File: config.mk
export PLATFORM = sky130hd
export DESIGN_NAME = nor4_bist_ctrl
export DESIGN_NICKNAME = d
export VERILOG_FILES = /design/src/rtl/nor4_bist_pkg.sv /design/src/rtl/nor4_bist_acc.sv /design/src/rtl/nor4_bist_ctrl.sv
export SDC_FILE = /design/constraint.sdc
export NUM_CORES = 1
export LEC_CHECK = 0
export ABC_AREA = 1
export BUFFER_PORTS_ARGS = -buffer_cell sky130_fd_sc_hd__buf_2
export CORE_AREA = 2 2 66 68
export CTS_BUF_LIST = sky130_fd_sc_hd__clkbuf_4 sky130_fd_sc_hd__clkbuf_8 sky130_fd_sc_hd__clkbuf_16
export CTS_CLUSTER_DIAMETER = 150
export DETAILED_ROUTE_END_ITERATION = 7
export DIE_AREA = 0 0 68 70
export HOLD_SLACK_MARGIN = 0.12
export SYNTH_ARGS = -nofsm -noshare
export SYNTH_HDL_FRONTEND = slang
export SYNTH_SLANG_ARGS = --single-unit
File: constraint.sdc
create_clock -name CLK -period 1.28 [get_ports CLK]
set_input_delay 0.192 -clock CLK [delete_from_list [all_inputs] [get_ports CLK]]
set_output_delay 0.192 -clock CLK [all_outputs]
set_load 0.01 [all_outputs]
File: src/rtl/nor4_bist_pkg.sv
// nor4_bist_pkg: shared types and constants for the nor4 BIST controller.
//   state_e    - controller state (IDLE / RUN / DONE)
//   ERR_W      - width of the mismatch counter
//   ERR_SAT    - value at which the mismatch counter stops counting
//   nor4_exp() - golden NOR4 response for a {A4,A3,A2,A1} vector
package nor4_bist_pkg;

    typedef enum logic [1:0] {
        ST_IDLE = 2'd0,
        ST_RUN  = 2'd1,
        ST_DONE = 2'd2
    } state_e;

    localparam int             ERR_W   = 8;
    localparam logic [ERR_W-1:0] ERR_SAT = 8'd255;

    function automatic logic nor4_exp(input logic [3:0] vec);
        return ~|vec;
    endfunction

endpackage

File: src/rtl/nor4_bist_acc.sv
// nor4_bist_acc: compare/accumulate stage of the nor4 BIST controller.
// Ports:
//   clk_i, rst_ni   - clock, asynchronous active-low reset
//   clear_i         - clear all results (start of a new run)
//   sample_i        - compare strobe: zn_i is checked against vec_i this cycle
//   vec_i [3:0]     - vector currently applied, {A4,A3,A2,A1}
//   zn_i            - observed gate output
//   err_cnt_o [7:0] - saturating mismatch count
//   fail_valid_o    - at least one mismatch recorded since the last clear
//   fail_vec_o[3:0] - vector of the first mismatch
//   mismatch_o      - combinational: this strobe is a mismatch
module nor4_bist_acc
    import nor4_bist_pkg::*;
(
    input  logic             clk_i,
    input  logic             rst_ni,
    input  logic             clear_i,
    input  logic             sample_i,
    input  logic [3:0]       vec_i,
    input  logic             zn_i,
    output logic [ERR_W-1:0] err_cnt_o,
    output logic             fail_valid_o,
    output logic [3:0]       fail_vec_o,
    output logic             mismatch_o
);

    logic [ERR_W-1:0] err_q;
    logic             fvalid_q;
    logic [3:0]       fvec_q;

    // Case inequality so an X or Z on the observed pin counts as a failure
    // in simulation; in hardware it reduces to an ordinary compare.
    assign mismatch_o = sample_i && (zn_i !== nor4_exp(vec_i));

    // NOTE: sequential state uses non-blocking assignments only, so every
    // register samples the pre-edge values regardless of statement order.
    always_ff @(posedge clk_i or negedge rst_ni) begin
        if (!rst_ni) begin
            err_q    <= '0;
            fvalid_q <= 1'b0;
            fvec_q   <= '0;
        end else if (clear_i) begin
            err_q    <= '0;
            fvalid_q <= 1'b0;
            fvec_q   <= '0;
        end else if (mismatch_o) begin
            if (err_q != ERR_SAT) err_q <= err_q + 1'b1;
            if (!fvalid_q) begin
                fvalid_q <= 1'b1;
                fvec_q   <= vec_i;
            end
        end
    end

    assign err_cnt_o    = err_q;
    assign fail_valid_o = fvalid_q;
    assign fail_vec_o   = fvec_q;

endmodule

File: src/rtl/nor4_bist_ctrl.sv
// nor4_bist_ctrl: BIST controller driving one nor4 cell under test.
// Sweeps all 16 {A4,A3,A2,A1} vectors PASSES times, holding each for SETTLE
// cycles and checking ZN_OBS against NOR4 on the last cycle of the hold.
// Ports:
//   CLK, RN        - clock, asynchronous active-low reset
//   START          - run request (honoured in IDLE or DONE only)
//   ZN_OBS         - observed gate output
//   A1..A4         - registered drive to the gate under test
//   BUSY, DONE     - run in progress / run complete (held until next START)
//   PASS           - DONE with zero mismatches
//   ERR_CNT [7:0]  - saturating mismatch count
//   FAIL_VALID     - a mismatch has been recorded this run
//   FAIL_VEC [3:0] - {A4,A3,A2,A1} of the first mismatch
//   VDD, VSS       - power pins, only with USE_POWER_PINS
module nor4_bist_ctrl
    import nor4_bist_pkg::*;
#(
    parameter int unsigned SETTLE = 2,
    parameter int unsigned PASSES = 1
) (
`ifdef USE_POWER_PINS
    inout  wire              VDD,
    inout  wire              VSS,
`endif
    input  logic             CLK,
    input  logic             RN,
    input  logic             START,
    input  logic             ZN_OBS,
    output logic             A1,
    output logic             A2,
    output logic             A3,
    output logic             A4,
    output logic             BUSY,
    output logic             DONE,
    output logic             PASS,
    output logic [ERR_W-1:0] ERR_CNT,
    output logic             FAIL_VALID,
    output logic [3:0]       FAIL_VEC
);

    localparam int SW = (SETTLE > 1) ? $clog2(SETTLE) : 1;
    localparam int PW = (PASSES > 1) ? $clog2(PASSES) : 1;
    localparam logic [SW-1:0] SETTLE_LAST = SW'(SETTLE - 1);
    localparam logic [PW-1:0] PASS_LAST   = PW'(PASSES - 1);

    state_e        state_q, state_d;
    logic [3:0]    vec_q, vec_d;
    logic [SW-1:0] settle_q, settle_d;
    logic [PW-1:0] pcnt_q, pcnt_d;
    logic [3:0]    a_q, a_d;
    logic          busy_q, done_q, ok_q, ok_d;

    logic          sample, last, clear, mismatch;

    // Compare on the final cycle of each hold; the run ends on the last
    // compare of the last pass.
    assign sample = (state_q == ST_RUN) && (settle_q == SETTLE_LAST);
    assign last   = sample && (vec_q == 4'hF) && (pcnt_q == PASS_LAST);

    nor4_bist_acc u_acc (
        .clk_i       (CLK),
        .rst_ni      (RN),
        .clear_i     (clear),
        .sample_i    (sample),
        .vec_i       (vec_q),
        .zn_i        (ZN_OBS),
        .err_cnt_o   (ERR_CNT),
        .fail_valid_o(FAIL_VALID),
        .fail_vec_o  (FAIL_VEC),
        .mismatch_o  (mismatch)
    );

    // NOTE: every signal assigned here gets a default first, so no path
    // through the case leaves one unassigned and no latch is inferred.
    always_comb begin
        state_d  = state_q;
        vec_d    = vec_q;
        settle_d = settle_q;
        pcnt_d   = pcnt_q;
        a_d      = a_q;
        ok_d     = ok_q;
        clear    = 1'b0;

        unique case (state_q)
            ST_IDLE, ST_DONE: begin
                if (START) begin
                    state_d  = ST_RUN;
                    vec_d    = '0;
                    settle_d = '0;
                    pcnt_d   = '0;
                    a_d      = '0;
                    ok_d     = 1'b0;
                    clear    = 1'b1;
                end
            end
            ST_RUN: begin
                if (sample) begin
                    settle_d = '0;
                    vec_d    = vec_q + 4'd1;
                    a_d      = vec_q + 4'd1;
                    if (vec_q == 4'hF) pcnt_d = pcnt_q + 1'b1;
                    if (last) begin
                        state_d = ST_DONE;
                        a_d     = '0;
                        pcnt_d  = '0;
                        // Include this final compare, which the counter has
                        // not absorbed yet.
                        ok_d    = (ERR_CNT == '0) && !mismatch;
                    end
                end else begin
                    settle_d = settle_q + 1'b1;
                end
            end
            default: state_d = ST_IDLE;
        endcase
    end

    always_ff @(posedge CLK or negedge RN) begin
        if (!RN) begin
            state_q  <= ST_IDLE;
            vec_q    <= '0;
            settle_q <= '0;
            pcnt_q   <= '0;
            a_q      <= '0;
            busy_q   <= 1'b0;
            done_q   <= 1'b0;
            ok_q     <= 1'b0;
        end else begin
            state_q  <= state_d;
            vec_q    <= vec_d;
            settle_q <= settle_d;
            pcnt_q   <= pcnt_d;
            a_q      <= a_d;
            // Status flags are their own flops so outputs never decode the
            // encoded state combinationally.
            busy_q   <= (state_d == ST_RUN);
            done_q   <= (state_d == ST_DONE);
            ok_q     <= ok_d;
        end
    end

    assign {A4, A3, A2, A1} = a_q;
    assign BUSY = busy_q;
    assign DONE = done_q;
    assign PASS = done_q && ok_q;

endmodule

==> results.json <==
{
  "dr.pass1.iters": 4,
  "clock.fmax_mhz": 767,
  "grt_max_degree": 17,
  "dp.cells": 288,
  "finalCriticalPeriod_ns": 1.30,
  "gr-total-overflow": 0,
  "end_kind": "flop",
  "track_usage": 0.157,
  "grt_pass1_wl_um": 5780,
  "critPathKind": "flop to flop",
  "routed-via-count": 1425,
  "leakagePower_nw": 1.11,
  "finalSetupTns_ns": -0.118,
  "violations": "setup timing",
  "fill_cells": 413,
  "r2r-start": "vec_q[0]$_DFFE_PN0P_",
  "clk_latency_ns": 0.28,
  "ir_worst_vdd_mv": 1.13,
  "synth_most_common_cell": "nand2_1",
  "cp-endpoint": "ok_q$_DFFE_PN0P_",
  "drive_above_1_share": 0.387,
  "total_power_mw": 4.61,
  "r2r_setup_slack_ns": -0.02,
  "slew_headroom": 0.786,
  "slew_viol_final": 0,
  "area_growth_pct": 36.6,
  "synth.largest_area_cell": "dfrtp_1",
  "fin_nets": 257,
  "cts_tree": "done",
  "avgSynthCellArea_um2": 7.63,
  "die_w_um": 68,
  "ys_ff_latch": 28,
  "setup_viol": 10,
  "placed_area_um2": 1840,
  "clk_pin_slew_ns": 0.10,
  "ys_top_cells_by_count": "66 x nand2_1, 30 x nand3_1, 28 x dfrtp_1",
  "hp-class": "primary input to flop",
  "final_cells": 300,
  "ant_nets": 0,
  "synth_nets": 208,
  "cts_buffer_depth": 2,
  "cp.required_ns": 1.45,
  "antenna_found_initial": 0,
  "htree_levels": 1,
  "die-area_um2": 4760,
  "post-dp-hpwl_um": 2570,
  "core-area_um2": 4140,
  "ys.flop_type": "dfrtp_1",
  "pin_count": 24,
  "diodes": 0,
  "yosysWarningCount": 0,
  "maxCapViolCount": 0,
  "numCtsBuffers": 3,
  "fin_ws_ns": -0.0242,
  "rows": 24,
  "yosysSeqAreaShare": 0.459,
  "synth.distinct_cells": 21,
  "finalClockSkew_ns": 0.00742,
  "netlist_instances": 200,
  "synth-edff-count": 0,
  "post-route-period-util": 1.02,
  "gp_congestion": 0.892,
  "stdcell_area_um2": 2080,
  "numClockSinks": 28,
  "drc_errors": 0,
  "syn_area_um2": 1530,
  "critPathMaxFanout": 4,
  "wl_per_cell_um": 11.7,
  "totalWireLength_um": 3520,
  "worst_pin_slew_ns": 0.321,
  "cts_root_buffer": "clkbuf_8",
  "cellPowerDensity_nw_per_um2": 2210,
  "hold_viol": 0,
  "synth_area_leaders": "dfrtp_1 46%, nand2_1 16%, nand3_1 9.8%, inv_1 6.1%, ha_1 3.3%",
  "whs_ns": 0.211,
  "fin_util": 0.503,
  "reg2reg_depth": 8,
  "start_util": 0.368,
  "ys_async_sr_fraction": 1.00,
  "viasPerCell": 4.75,
  "synth_top_area_share": 0.459,
  "place_ws_ns": -0.0876,
  "cp-startpoint": "vec_q[0]$_DFFE_PN0P_",
  "first_iter_violations": 55,
  "outcome": "complete, but fails checks",
  "r2r_end": "ok_q$_DFFE_PN0P_",
  "arrival_ns": 1.47,
  "die_y_um": 70,
  "cp-start-kind": "flop",
  "rsz0062_at_grt": "true",
  "first_global_vias": 1362,
  "io_buffers": 23
}
## state kept, by name (all words and copies together), names as in the netlist
register,flops
ok_q,1
pcnt_q,1
settle_q,1
u_acc.fail_valid_o,1
u_acc.err_cnt_o,8
BUSY,1
a_q,4
u_acc.fail_vec_o,4
DONE,1
state_q,2
vec_q,4
## routing by layer
| layer | vias to the layer above | global-route usage | part of all wire |
|---|---|---|---|
| li1 | 727 | - | - |
| met1 | 671 | 0.203 | 0.46 |
| met2 | 21 | 0.257 | 0.50 |
| met3 | 6 | 0.0242 | 0.022 |
| met4 | 0 | 0.0644 | 0.018 |
| met5 | - | 0 | 0 |
## kinds of logic (layout without fill, tap and decap cells)
family | Yosys count | count (layout) | share of synthesized area
AO/OA/AOI/OAI | 15 | 15 | 0.0492
flip-flops | 28 | 28 | 0.459
AND/OR/NAND/NOR | 123 | 123 | 0.383
buffers and inverters | 30 | 78 | 0.0762
adder cells (fa/ha/maj) | 4 | 4 | 0.0328
## worst max-delay path: stages (launching register included)
cell	delay [ns]
dfrtp_1	0.41
ha_2	0.20
nand2_2	0.08
nor2_4	0.15
nand3_4	0.11
nand2_4	0.09
nand2_1	0.05
nand2_1	0.05
nand2_1	0.05
## power by group
group,leakage (nW),total [mW],switching [mW],internal [mW]
registers,0.350,1.52,0.306,1.21
logic,0.736,2.58,1.45,1.12
clock network,0.0262,0.518,0.273,0.245
## how the worst min path moves through the flow
stage,start,depth (start not counted),end,slack (ns)
6_report,START,4,DONE$_DFF_PN0_,0.21
5_1_grt,START,4,state_q[1]$_DFF_PN0_,0.22
4_1_cts,START,4,state_q[1]$_DFF_PN0_,0.21
3_5_place_dp,RN,1,u_acc.err_cnt_o[7]$_DFFE_PN0P_,0.10
3_3_place_gp,RN,1,u_acc.err_cnt_o[7]$_DFFE_PN0P_,0.10
2_1_floorplan,RN,0,BUSY$_DFF_PN0_,-0.10
## layout by cell type, fill, tap and decap left out, types with 2 or more instances in the layout
cell type	synthesis	final
a21oi_1	8	7
buf_2	2	23
buf_4	0	20
buf_6	0	2
clkbuf_8	0	3
dfrtp_1	28	24
dfrtp_2	0	4
ha_4	0	2
inv_1	25	19
inv_2	2	8
nand2_1	66	59
nand2_2	2	5
nand2_4	1	5
nand3_1	30	23
nand3_2	2	7
nand3_4	1	3
nor2_1	11	8
nor2_2	2	3
nor2_4	2	4
nor3_1	2	2
o21ai_0	7	6
or2_2	2	2
## layout make-up
cell class | instances | area [µm²] | area share
clock buffers | 4 | 48.8 | 0.0234
multi-input cells | 142 | 846 | 0.406
well taps | 52 | 65.1 | 0.0312
flip-flops and latches | 28 | 706 | 0.339
repair buffers | 47 | 318 | 0.152
inverters | 27 | 101 | 0.0486
## timing repair
item,4_1_cts,5_1_grt
endpoints found under the hold margin,28,0
buffers inserted,5,2
endpoints found under the setup margin,13,24
resized for setup,16,23
hold buffers,1,0
pin swaps,10,11
No activity file was read; power rests on OpenSTA's default activity.
